[config.mk]
export PLATFORM = sky130hd
export DESIGN_NAME = jtag_system_top
export DESIGN_NICKNAME = d
export VERILOG_FILES = /design/src/rtl/jtag_system_top.sv
export SDC_FILE = /design/constraint.sdc
export NUM_CORES = 1
export LEC_CHECK = 0
export CORE_MARGIN = 5
export CORE_UTILIZATION = 45
export CTS_BUF_LIST = sky130_fd_sc_hd__clkbuf_16
export CTS_CLUSTER_DIAMETER = 150
export DETAILED_ROUTE_END_ITERATION = 7
export PLACE_DENSITY = 0.68
export SKIP_LAST_GASP = 1
export SLEW_MARGIN = 20
export SYNTH_ARGS = -nofsm -noshare
export SYNTH_HDL_FRONTEND = slang
export SYNTH_SLANG_ARGS = --single-unit
[constraint.sdc]
create_clock -name clk -period 5.7 [get_ports clk]
set_input_delay 1.14 -clock clk [delete_from_list [all_inputs] [get_ports clk]]
set_output_delay 1.14 -clock clk [all_outputs]
set_load 0.01 [all_outputs]
[src/rtl/jtag_system_top.sv]
// JTAG TAP + RISC-V style DTM driving a minimal Debug Module and one modelled hart.
// TCK is oversampled on clk; every pin goes through a 2-flop synchroniser.
module jtag_system_top #(
  parameter logic [31:0] IDCODE = 32'h1DEAD3FF
) (
  input  logic        clk,
  input  logic        rst,
  input  logic        jtag_pin0_i,
  input  logic        jtag_pin1_i,
  output logic        jtag_pin1_o,
  output logic        jtag_pin1_oen,
  input  logic        jtag_pin2_i,
  output logic        jtag_pin3_o,
  output logic        jtag_pin3_oen,
  input  logic        jtag_trst_n_i,
  input  logic        mode_select,
  output logic [31:0] idcode,
  output logic        debug_req,
  output logic        hart_halted,
  output logic        active_mode
);

  typedef enum logic [3:0] {
    TLR, RTI, SEL_DR, CAP_DR, SH_DR, EX1_DR, PAU_DR, EX2_DR, UPD_DR,
    SEL_IR, CAP_IR, SH_IR, EX1_IR, PAU_IR, EX2_IR, UPD_IR
  } tap_state_t;

  logic tck_p0, tck_p1, tck_p2;
  logic tms_p0, tms_p1, tdi_p0, tdi_p1, trst_p0, trst_p1;
  tap_state_t state;
  logic [7:0]  ir, ir_shift;
  logic [40:0] dr_shift;
  logic        tdo;
  logic        haltreq, dmactive, resumeack, resume_pend;
  logic [6:0]  last_addr;
  logic [31:0] last_rdata;
  logic        tck_rise, tck_fall, tap_rst, dmi_upd;

  assign jtag_pin1_o   = 1'b0;
  assign jtag_pin1_oen = 1'b1;
  assign jtag_pin3_o   = tdo;
  assign jtag_pin3_oen = !(state == SH_DR || state == SH_IR);
  assign idcode        = IDCODE;
  assign debug_req     = haltreq & dmactive;

  assign tck_rise = tck_p1 & ~tck_p2;
  assign tck_fall = ~tck_p1 & tck_p2;
  assign tap_rst  = !trst_p1 || (mode_select != active_mode);
  assign dmi_upd  = tck_rise && !tap_rst && tms_p1 && (ir == 8'h11) &&
                    (state == EX1_DR || state == EX2_DR);

  function automatic tap_state_t next_state(input tap_state_t s, input logic tms);
    case (s)
      TLR:     next_state = tms ? TLR    : RTI;
      RTI:     next_state = tms ? SEL_DR : RTI;
      SEL_DR:  next_state = tms ? SEL_IR : CAP_DR;
      CAP_DR:  next_state = tms ? EX1_DR : SH_DR;
      SH_DR:   next_state = tms ? EX1_DR : SH_DR;
      EX1_DR:  next_state = tms ? UPD_DR : PAU_DR;
      PAU_DR:  next_state = tms ? EX2_DR : PAU_DR;
      EX2_DR:  next_state = tms ? UPD_DR : SH_DR;
      UPD_DR:  next_state = tms ? SEL_DR : RTI;
      SEL_IR:  next_state = tms ? TLR    : CAP_IR;
      CAP_IR:  next_state = tms ? EX1_IR : SH_IR;
      SH_IR:   next_state = tms ? EX1_IR : SH_IR;
      EX1_IR:  next_state = tms ? UPD_IR : PAU_IR;
      PAU_IR:  next_state = tms ? EX2_IR : PAU_IR;
      EX2_IR:  next_state = tms ? UPD_IR : SH_IR;
      default: next_state = tms ? SEL_DR : RTI;
    endcase
  endfunction

  function automatic logic [31:0] dm_read(input logic [6:0] addr);
    dm_read = 32'h0;
    if (addr == 7'h10)
      dm_read = {haltreq, 30'b0, dmactive};
    else if (addr == 7'h11)
      dm_read = {14'b0, resumeack, resumeack, 4'b0, !hart_halted, !hart_halted,
                 hart_halted, hart_halted, 1'b1, 3'b0, 4'd2};
  endfunction

  // Pin synchronisers; tck_p2 is the previous synchronised TCK for edge detection
  always_ff @(posedge clk) begin
    if (rst) begin
      {tck_p0, tck_p1, tck_p2} <= 3'b000;
      {tms_p0, tms_p1, tdi_p0, tdi_p1} <= 4'b0000;
      {trst_p0, trst_p1} <= 2'b11;
    end else begin
      {tck_p0, tck_p1, tck_p2} <= {jtag_pin0_i, tck_p0, tck_p1};
      {tms_p0, tms_p1} <= {jtag_pin1_i, tms_p0};
      {tdi_p0, tdi_p1} <= {jtag_pin2_i, tdi_p0};
      {trst_p0, trst_p1} <= {jtag_trst_n_i, trst_p0};
    end
  end

  // TAP controller, IR/DR shift paths and TDO
  always_ff @(posedge clk) begin
    if (rst) begin
      state       <= TLR;
      ir          <= 8'h01;
      tdo         <= 1'b0;
      active_mode <= mode_select;
    end else begin
      active_mode <= mode_select;
      if (tap_rst) begin
        state <= TLR;
        ir    <= 8'h01;
      end else begin
        if (tck_rise) begin
          state <= next_state(state, tms_p1);
          case (state)
            TLR:    ir <= 8'h01;
            CAP_IR: ir_shift <= 8'h01;
            SH_IR:  ir_shift <= {tdi_p1, ir_shift[7:1]};
            EX1_IR, EX2_IR: if (tms_p1) ir <= ir_shift;
            CAP_DR:
              case (ir)
                8'h01:   dr_shift <= {9'b0, IDCODE};
                8'h10:   dr_shift <= {9'b0, 32'h00000071};
                8'h11:   dr_shift <= {last_addr, last_rdata, 2'b00};
                default: dr_shift <= 41'b0;
              endcase
            SH_DR:
              case (ir)
                8'h01, 8'h10: dr_shift <= {9'b0, tdi_p1, dr_shift[31:1]};
                8'h11:        dr_shift <= {tdi_p1, dr_shift[40:1]};
                default:      dr_shift <= {40'b0, tdi_p1};
              endcase
            default: ;
          endcase
        end
        if (tck_fall)
          tdo <= (state == SH_IR) ? ir_shift[0] : dr_shift[0];
      end
    end
  end

  // Debug Module registers and hart model
  always_ff @(posedge clk) begin
    if (rst) begin
      haltreq     <= 1'b0;
      dmactive    <= 1'b0;
      resumeack   <= 1'b0;
      resume_pend <= 1'b0;
      hart_halted <= 1'b0;
      last_addr   <= 7'h0;
      last_rdata  <= 32'h0;
    end else begin
      resume_pend <= 1'b0;
      if (resume_pend) begin
        hart_halted <= 1'b0;
        resumeack   <= 1'b1;
      end else if (debug_req && !hart_halted) begin
        hart_halted <= 1'b1;
        resumeack   <= 1'b0;
      end
      if (dmi_upd && dr_shift[1:0] == 2'd1) begin
        last_addr  <= dr_shift[40:34];
        last_rdata <= dm_read(dr_shift[40:34]);
      end else if (dmi_upd && dr_shift[1:0] == 2'd2) begin
        last_addr <= dr_shift[40:34];
        if (dr_shift[40:34] == 7'h10) begin
          dmactive <= dr_shift[2];
          haltreq  <= dr_shift[33] & dr_shift[2] & !(dr_shift[32] & hart_halted);
          if (!dr_shift[2])
            resumeack <= 1'b0;
          if (dr_shift[32] && dr_shift[2] && hart_halted)
            resume_pend <= 1'b1;
        end
      end
    end
  end

endmodule

# After elaboration in Yosys (flattened, before gate mapping)
# Cells that the tools add are included.
[op_classes]
eq_ne = 21
n_mux = 31
bitwise_logic = 13
reduce_logical = 34
[op_table]
columns = ["op", "n"]
rows = [
  ["41-bit case mux with 2 select lines", 2],
  ["41-bit case mux with 3 select lines", 1],
  ["4-bit case mux with 11 select lines", 1],
  ["32-bit 2-to-1 mux", 1],
  ["8-bit case mux with 2 select lines", 2],
  ["4-bit == test, second input constant", 6],
  ["18-bit 2-to-1 mux", 1],
  ["4-bit by 3-bit == test with 1-bit output, second input constant", 4],
  ["8-bit by 5-bit == test with 1-bit output, second input constant", 2],
  ["4-bit 2-to-1 mux", 4],
  ["7-bit by 5-bit == test with 1-bit output, second input constant", 2],
  ["7-bit 2-to-1 mux", 2],
  ["2-bit OR reduction", 6],
  ["1-bit 2-to-1 mux", 11],
  ["1-bit logical AND", 9],
  ["4-bit by 2-bit == test with 1-bit output, second input constant", 2],
  ["8-bit by 1-bit == test with 1-bit output, second input constant", 1],
  ["8-bit 2-to-1 mux", 1],
  ["4-bit AND reduction", 2],
  ["2-bit nonzero test", 4],
  ["1-bit NOT", 7],
  ["1-bit AND", 6],
  ["2-bit 2-to-1 mux", 3],
  ["3-bit 2-to-1 mux", 2],
  ["other kinds (10)", 17],
]
[word_totals]
ff_bits = 116
input_bits = 7
output_inout_bits = 39

# Depth between registers and ports, before layout
# Gate-level depths: netlist of run 1.
[depth]
depth_word = 10
depth_mapped = 6
depth_no_buf = 4

# Worst setup path before layout of run 1
# No wires, ideal clock.
[synth_timing]
path_kind = "in2reg"
start = "input port mode_select"
end = "register dr_shift[0], enable pin"
t_arrival_ps = 5595
slack_ps = -436
stages = 4
path_buffers = 0
path_cell_list = "xnor2_1 and2_1 nand2b_1 nor4_1"
[synth_via]
elab_chain_cells = 4
[synth_rtl]
columns = ["element", "line_no", "source"]
rows = [
  ["start: declaration", "16", "input logic mode_select,"],
  ["1-bit inequality test", "48", "assign tap_rst = !trst_p1 || (mode_select != active_mode);"],
  ["1-bit logical OR", "48", ""],
  ["1-bit NOT (no line)", "-", ""],
  ["4-bit AND reduction (no line)", "-", ""],
  ["end signal: assignment", "118", "8'h01: dr_shift <= {9'b0, IDCODE};"],
  ["end signal: assignment", "119", "8'h10: dr_shift <= {9'b0, 32'h00000071};"],
  ["end signal: assignment", "120", "8'h11: dr_shift <= {last_addr, last_rdata, 2'b00};"],
  ["end: declaration", "32", "logic [40:0] dr_shift;"],
]
# Every way passes these cells.
# A chain may end at the register's enable or synchronous reset.

# Worst setup path after layout of run 1
[layout_timing]
start = "register state[3]"
end = "output port jtag_pin3_oen"
[layout_via]
elab_chain_cells = 3
word_cells_on_any_way = 4
cone_classes = "eq/ne: 2; reduce/logical: 2"
[layout_rtl]
columns = ["element", "line_no", "source"]
rows = [
  ["start: declaration", "30", "tap_state_t state;"],
  ["start signal: assignment", "110", "state <= next_state(state, tms_p1);"],
  ["4-bit by 3-bit == test with 1-bit output or 4-bit == test (tied branches)", "42", "assign jtag_pin3_oen = !(state == SH_DR || state == SH_IR);"],
  ["1-bit logical OR *", "42", ""],
  ["1-bit zero test *", "42", ""],
  ["end: declaration", "14", "output logic jtag_pin3_oen,"],
]
# Mark *: on every way between the ends. The rest lies on a longest branch, timed or not.

==> summary.md, run 1 <==
| Metric | Value |
|---|---|
| Hold Path Class | `reg -> reg` |
| Main synth FF type | `edfxtp_1` |
| # H-tree levels | `3` |
| Clk Tree Root Cell | `clkbuf_16` |
| Met3 routed WL | `407 µm` |
| Post-route clock period utilization | `59.8%` |
| Die area | `11600 µm²` |
| Hold Fails Final Rpt | `0` |
| Grt total ovfl | `0` |
| Fin. max-slew vios | `0` |
| Crit-path max FO | `18` |
| Setup Skew | `roughly 0.0092 ns` |
| Largest net degree at the start of global routing | `42` |
| Final setup TNS | `0 ns` |
| Die Span Y | `107 µm` |
| Synth warnings | `0` |
| Cell area after synthesis | `4280 µm²` |
| Final #Nets | `421` |
| Drt pass-1 iters | `4` |
| Slew margin rel. | `39.3%` |
| Worst Setup End Kind | `output pin` |
| Io pins | `46` |
| Lkg Pwr | `1.48 nW` |
| Synthesized instance count | `415` |
| Die width | `107 µm` |
| Gr usage total | `14.1%` |
| Clock sink total | `90` |
| Core area | `9240 µm²` |
| HPWL Detailed | `5200 µm` |
| Met2 wire len | `3710 µm` |
| Data required, critical path | `4.56 ns` |
| Port bufs | `11` |
| Seq cells post-synth | `90` |
| CP Launch Type | `flop` |
| Share of cells above drive strength 1 | `under 10%` |
| RePlAce Congestion | `just under 0.8` |
| Pwr per Cell Area | `293 nW/µm²` |
| First-pass GRT wire length | `12900 µm` |
| Number of diodes | `0` |
| Crit path kind | `reg -> out` |
| DRT Wirelength | `roughly 7900 µm` |
| Initial antenna violation count | `0` |
| Tightest Pin Transition | `roughly 0.91 ns` |
| Minimum clock period | `3.41 ns` |
| Maximum clock path buffer count | `2` |
| Fmax | `293 MHz` |
| Routed Antenna Nets | `0` |
| Clock transition at path regs | `around 0.060 ns` |
| Total power | `roughly 0.0014 W` |
| Top layer in use | `met4` |
| Worst vdd ir | `0.250 mV` |
| TritonCTS clock tree | `built` |
| WL met1 | `3640 µm` |
| # rows | `35` |
| Vias in the first global route | `2646` |
| Via count | `2913` |
| Setup Buffers After CTS | `0` |
| Max-cap violations | `0` |
| DRC | `0` |
| Post-CTS sizing | `0` |
| RSZ-0062 raised after global routing | `false` |
| Netlist cell types | `between 50 and 60` |
| Status | `complete, no violations` |
| R2R depth | `4` |
| Total CTS buffers | `9` |
| Synthesized area per cell | `10.3 µm²` |
| DR vias/cell | `5.32` |
| Initial Utilization | `46.3%` |
| Area Overhead vs Synth | `9.39%` |
| Post-synthesis sequential area ratio | `a little over half` |
| Post-synth EDFFs | `49` |
| Asr flop ratio synth | `0%` |
| # hold bufs at CTS | `0` |
| Hold depth | `1` |
| Setup violations, final | `0` |
| Initial DRC count | `approximately 170` |
| Worst-Skew Late Latency | `roughly 0.34 ns` |
| Critical Path AT | `~2.3 ns` |
| # fillers | `841` |
| Routed length per placed instance | `roughly 14 µm` |
| Layout Utilization | `50.6%` |
-- kinds of logic (layout without fill, tap and decap cells) --
kind of cell    count (synthesis)  after routing  share of synthesized area (%)
simple gates                  176            176                           22.9
flops                          90             90                           53.6
compound gates                 71             71                           11.7
buf+inv                        67             39                           9.42
mux                             6              6                           1.52
xor+xnor                        3              3                          0.615
other cells                     2             34                          0.176
-- worst max-delay path, cell delays in order (launching register included) --
cell and delay [ns]:
dfxtp_1 0.70, nand2_1 0.16, nor3b_2 0.50, nor2_1 0.07, clkdlybuf4s50_1 0.49
-- state kept, by name (all words and copies together) (netlist names), 4 cells and up --
register    count
state           4
last_addr       7
ir_shift        8
last_rdata      6
dr_shift       41
ir              8
-- synthesized netlist by cell type, types with 6 or more instances --
master | count | area, µm²
nor3_1 | 12 | 60.1
nand4_1 | 12 | 75.1
inv_1 | 6 | 22.5
a21oi_1 | 24 | 120
edfxtp_1 | 49 | 1470
nand2b_1 | 15 | 93.8
clkbuf_1 | 20 | 75.1
buf_4 | 35 | 263
o31ai_1 | 10 | 75.1
nand2_1 | 56 | 210
and2_1 | 13 | 81.3
dfxtp_1 | 41 | 821
a22oi_1 | 8 | 60.1
nor2_1 | 22 | 82.6
nor2b_1 | 13 | 81.3
-- area by class of cell --
class | instances | area (µm²) | share of cell area [%]
Clock buffer | 9 | 225 | 4.81
Clock inverter | 7 | 105 | 2.25
Inverter | 6 | 22.5 | 0.481
Multi-Input combinational cell | 290 | 1720 | 36.7
Sequential cell | 90 | 2290 | 49.0
Tap cell | 129 | 161 | 3.45
Timing Repair Buffer | 17 | 155 | 3.32
-- stage by stage --
| stage | instances | instance area [µm²] | hold WS [ns] | setup WS (ns) |
|---|---|---|---|---|
| 5_1_grt | 548 | 4680 | 0.430 | 2.13 |
| 2_1_floorplan | 447 | 4400 | 0.389 | 1.28 |
| 3_3_place_gp | 532 | 4350 | 0.394 | 2.19 |
| 3_5_place_dp | 532 | 4350 | 0.399 | 2.14 |
| 6_report | 548 | 4680 | 0.411 | 2.29 |
| 4_1_cts | 548 | 4680 | 0.414 | 2.32 |
-- routing by layer --
metal  GRT usage [%]  up-vias
met3            2.34       13
met2            21.6       77
met1            19.4     1400
met5               0        -
li1                -     1423
met4            6.76        0
-- cells in the final DEF (no fill, tap or decap), drive strengths merged, types with 3 or more instances in the layout --
master,netlist,layout
nor4,5,5
nor2,22,22
nor2b,13,13
nand2b,16,16
nand2,56,56
xnor2,3,3
or4b,3,3
and2,13,13
a221o,5,5
clkdlybuf4s50,0,11
buf,41,6
nand3,3,3
clkbuf,20,9
conb,2,34
a21oi,24,24
a22oi,8,8
dfxtp,41,41
mux2i,5,5
or3,5,5
and3,3,3
edfxtp,49,49
a2111oi,3,3
a22o,4,4
inv,6,10
nor3,13,13
nand4,12,12
o31ai,10,10
-- final timing paths --
| path | to | from | slack (ns) |
|---|---|---|---|
| max reg2reg | dr_shift[0] | state[2] | 3.23 |
| min reg2reg | trst_p1 | trst_p0 | 0.41 |
| max | jtag_pin3_oen | state[3] | 2.29 |
| min | trst_p1 | trst_p0 | 0.41 |
-- power by group --
group	switching [W]	internal [W]	total [W]
clock	0.000261	0.000392	0.000652
combinational	0.0000225	0.0000116	0.0000341
sequential	0.00000365	0.000680	0.000683
total	0.000287	0.00108	0.00137
No activity file was read; power rests on OpenSTA's default activity.
==> run 2, diff against run 1 <==
clock period = 3.1 ns   (was 5.7 ns; I/O delays follow)
==> run 2 against run 1 <==
  * Non-clock buffer count up 5
  * Die area unchanged
  * Sequential power up 84%
  * Combinational power up 92%
  * Via count about the same
  * Count of clock-buffer cells in the layout unchanged
  * First-iteration DRC count up 47%
  * Critical path type unchanged
==> summary.md, run 2 (synthesis gave the netlist of run 1 again) <==
| Metric | Value |
|---|---|
| Status | `complete, no violations` |
| DRT Wirelength | `approximately 7900 µm` |
| First-pass GRT wire length | `13400 µm` |
| # hold bufs at CTS | `0` |
| Port bufs | `11` |
| Slew margin rel. | `36.5%` |
| Minimum clock period | `2.70 ns` |
| Routed Antenna Nets | `0` |
| Post-place setup slack | `0.508 ns` |
| Tightest Pin Transition | `0.951 ns` |
| FF-to-FF setup slack | `0.65 ns` |
| Share of cells above drive strength 1 | `a little under a tenth` |
| Initial antenna violation count | `0` |
| Worst Setup End Kind | `output pin` |
| Combinational share of power | `2.8%` |
| Most common cell after layout, fill and taps aside | `nand2_1` |
| Worst path buffer plus inverter count | `1` |
| Worst-Skew Late Latency | `0.34 ns` |
| Crit path kind | `reg -> out` |
| Post-route clock period utilization | `86.9%` |
| Inst Count DP | `537` |
| Max-cap violations | `0` |
| Routed length per placed instance | `14.3 µm` |
| Final instance area | `4690 µm²` |
| Switching power | `0.000536 W` |
| Post-DP Area | `4400 µm²` |
| Setup Skew | `0.00985 ns` |
| Max reg flops | `41` |
| TritonCTS clock tree | `built` |
| Fmax | `approximately 370 MHz` |
| CP max stage delay | `approximately 0.73 ns` |
| Reg with most FFs | `dr_shift` |
| HPWL Detailed | `between 5000 and 6000 µm` |
| Via count | `2911` |
| Largest net degree at the start of global routing | `42` |
| # rows | `35` |
| Initial Utilization | `46.3%` |
| Core area | `9240 µm²` |
| Reg power frac | `around 53%` |
| Maximum clock path buffer count | `2` |
| Initial DRC count | `between 200 and 300` |
| Number of diodes | `0` |
| Data required, critical path | `2.48 ns` |
| Worst path cell trace | `nand2b_1, nor3_1, nor2_1, clkdlybuf4s50_1` |
| Final WS setup | `0.405 ns` |
| Fin. max-slew vios | `0` |
| Crit-path max FO | `18` |
| Most frequent cells in the layout | `nand2_1 (56), edfxtp_1 (49), dfxtp_1 (41)` |
| Clock power frac | `44.3%` |
| Total CTS buffers | `9` |
| Io pins | `46` |
| Hold depth | `1` |
| RSZ-0062 raised after global routing | `false` |
| Layout Utilization | `50.7%` |
| Post-CTS sizing | `0` |
| Die Span Y | `107 µm` |
| R2R depth | `4` |
| Worst R2R End | `dr_shift[0]` |
| Post-Layout Cell Count | `around 550` |
| Pwr per Cell Area | `506 nW/µm²` |
| Area Overhead vs Synth | `9.63%` |
| Critical path depth in cells | `4` |
| Die area | `about 12000 µm²` |
| RePlAce Congestion | `0.810` |
| Gr usage total | `14.6%` |
| DRC | `0` |
| CP Launch Type | `flop` |
| Vias in the first global route | `2693` |
| Worst vdd ir | `0.283 mV` |
| # H-tree levels | `3` |
| Setup violations, final | `0` |
| Clock sink total | `90` |
| Grt total ovfl | `0` |
| Hold Path Class | `reg -> reg` |
| Final setup TNS | `0 ns` |
| Die width | `between 100 and 150 µm` |
| Crit-path leading delay family | `flip-flops` |
| Final #Nets | `426` |
| Clock transition at path regs | `0.07 ns` |
| Hold Fails Final Rpt | `0` |
| Internal power | `0.00184 W` |
| Setup Buffers After CTS | `0` |
| Regs by FF count | `dr_shift: 41 flops, ir: 8 flops, ir_shift: 8 flops` |
| WHS Endpoint | `trst_p1` |
| Switching share of total power | `22.6%` |
| Lkg Pwr | `between 1 and 1.5 nW` |
| R2r startpoint | `state[2]` |
| Clk Tree Root Cell | `clkbuf_16` |
| CP max stage cell | `dfxtp_1` |
| Hold path startpoint | `trst_p0` |
| DR vias/cell | `approximately 5.3` |
| Critical Path AT | `roughly 2.1 ns` |
| Drt pass-1 iters | `4` |
==> run 2: per-layer routing <==
layer	wire [µm]	GRT usage [%]
met1	3540	20.1
met2	3710	22.3
met3	467	2.58
met4	187	6.58
met5	0	0
==> run 2: final cells by class <==
cell class / count / area [µm²]
clock buffer: 9 / 225
sequential: 90 / 2290
fill: 837 / 4550
multi-input combinational: 290 / 1720
inverter: 6 / 22.5
timing repair buffer: 22 / 205
tap: 129 / 161
clock inverter: 7 / 65.1
==> run 2: how the worst max path moves through the flow <==
stage,endpoint,from
after detailed placement,last_rdata[11],mode_select
after floorplan,dr_shift[0],mode_select
final,jtag_pin3_oen,state[2]
after global placement,last_rdata[11],mode_select
after global routing,jtag_pin3_oen,state[2]
after CTS,jtag_pin3_oen,state[2]
==> run 2: metrics by stage <==
stage	power [W]	hold slack (ns)
6_report	0.00237	0.409
5_1_grt	0.00245	0.433
4_1_cts	0.00240	0.412
3_5_place_dp	0.00135	0.397
3_3_place_gp	0.00135	0.396
2_1_floorplan	0.00136	0.389
==> run 2: power by group through the flow <==
stage           logic, W  clock network (W)  registers, W
4_1_cts        0.0000642            0.00108       0.00126
2_1_floorplan  0.0000813                  0       0.00128
3_3_place_gp   0.0000632                  0       0.00128
3_5_place_dp   0.0000639                  0       0.00128
6_report       0.0000656            0.00105       0.00126
5_1_grt        0.0000726            0.00112       0.00126
==> run 3, diff against run 2 <==
CTS_CLUSTER_DIAMETER = not set   (was 150)
SLEW_MARGIN = 5   (was 20)
==> results of run 3 <==
Final layout, timing and power as in run 2 (identical DEF).
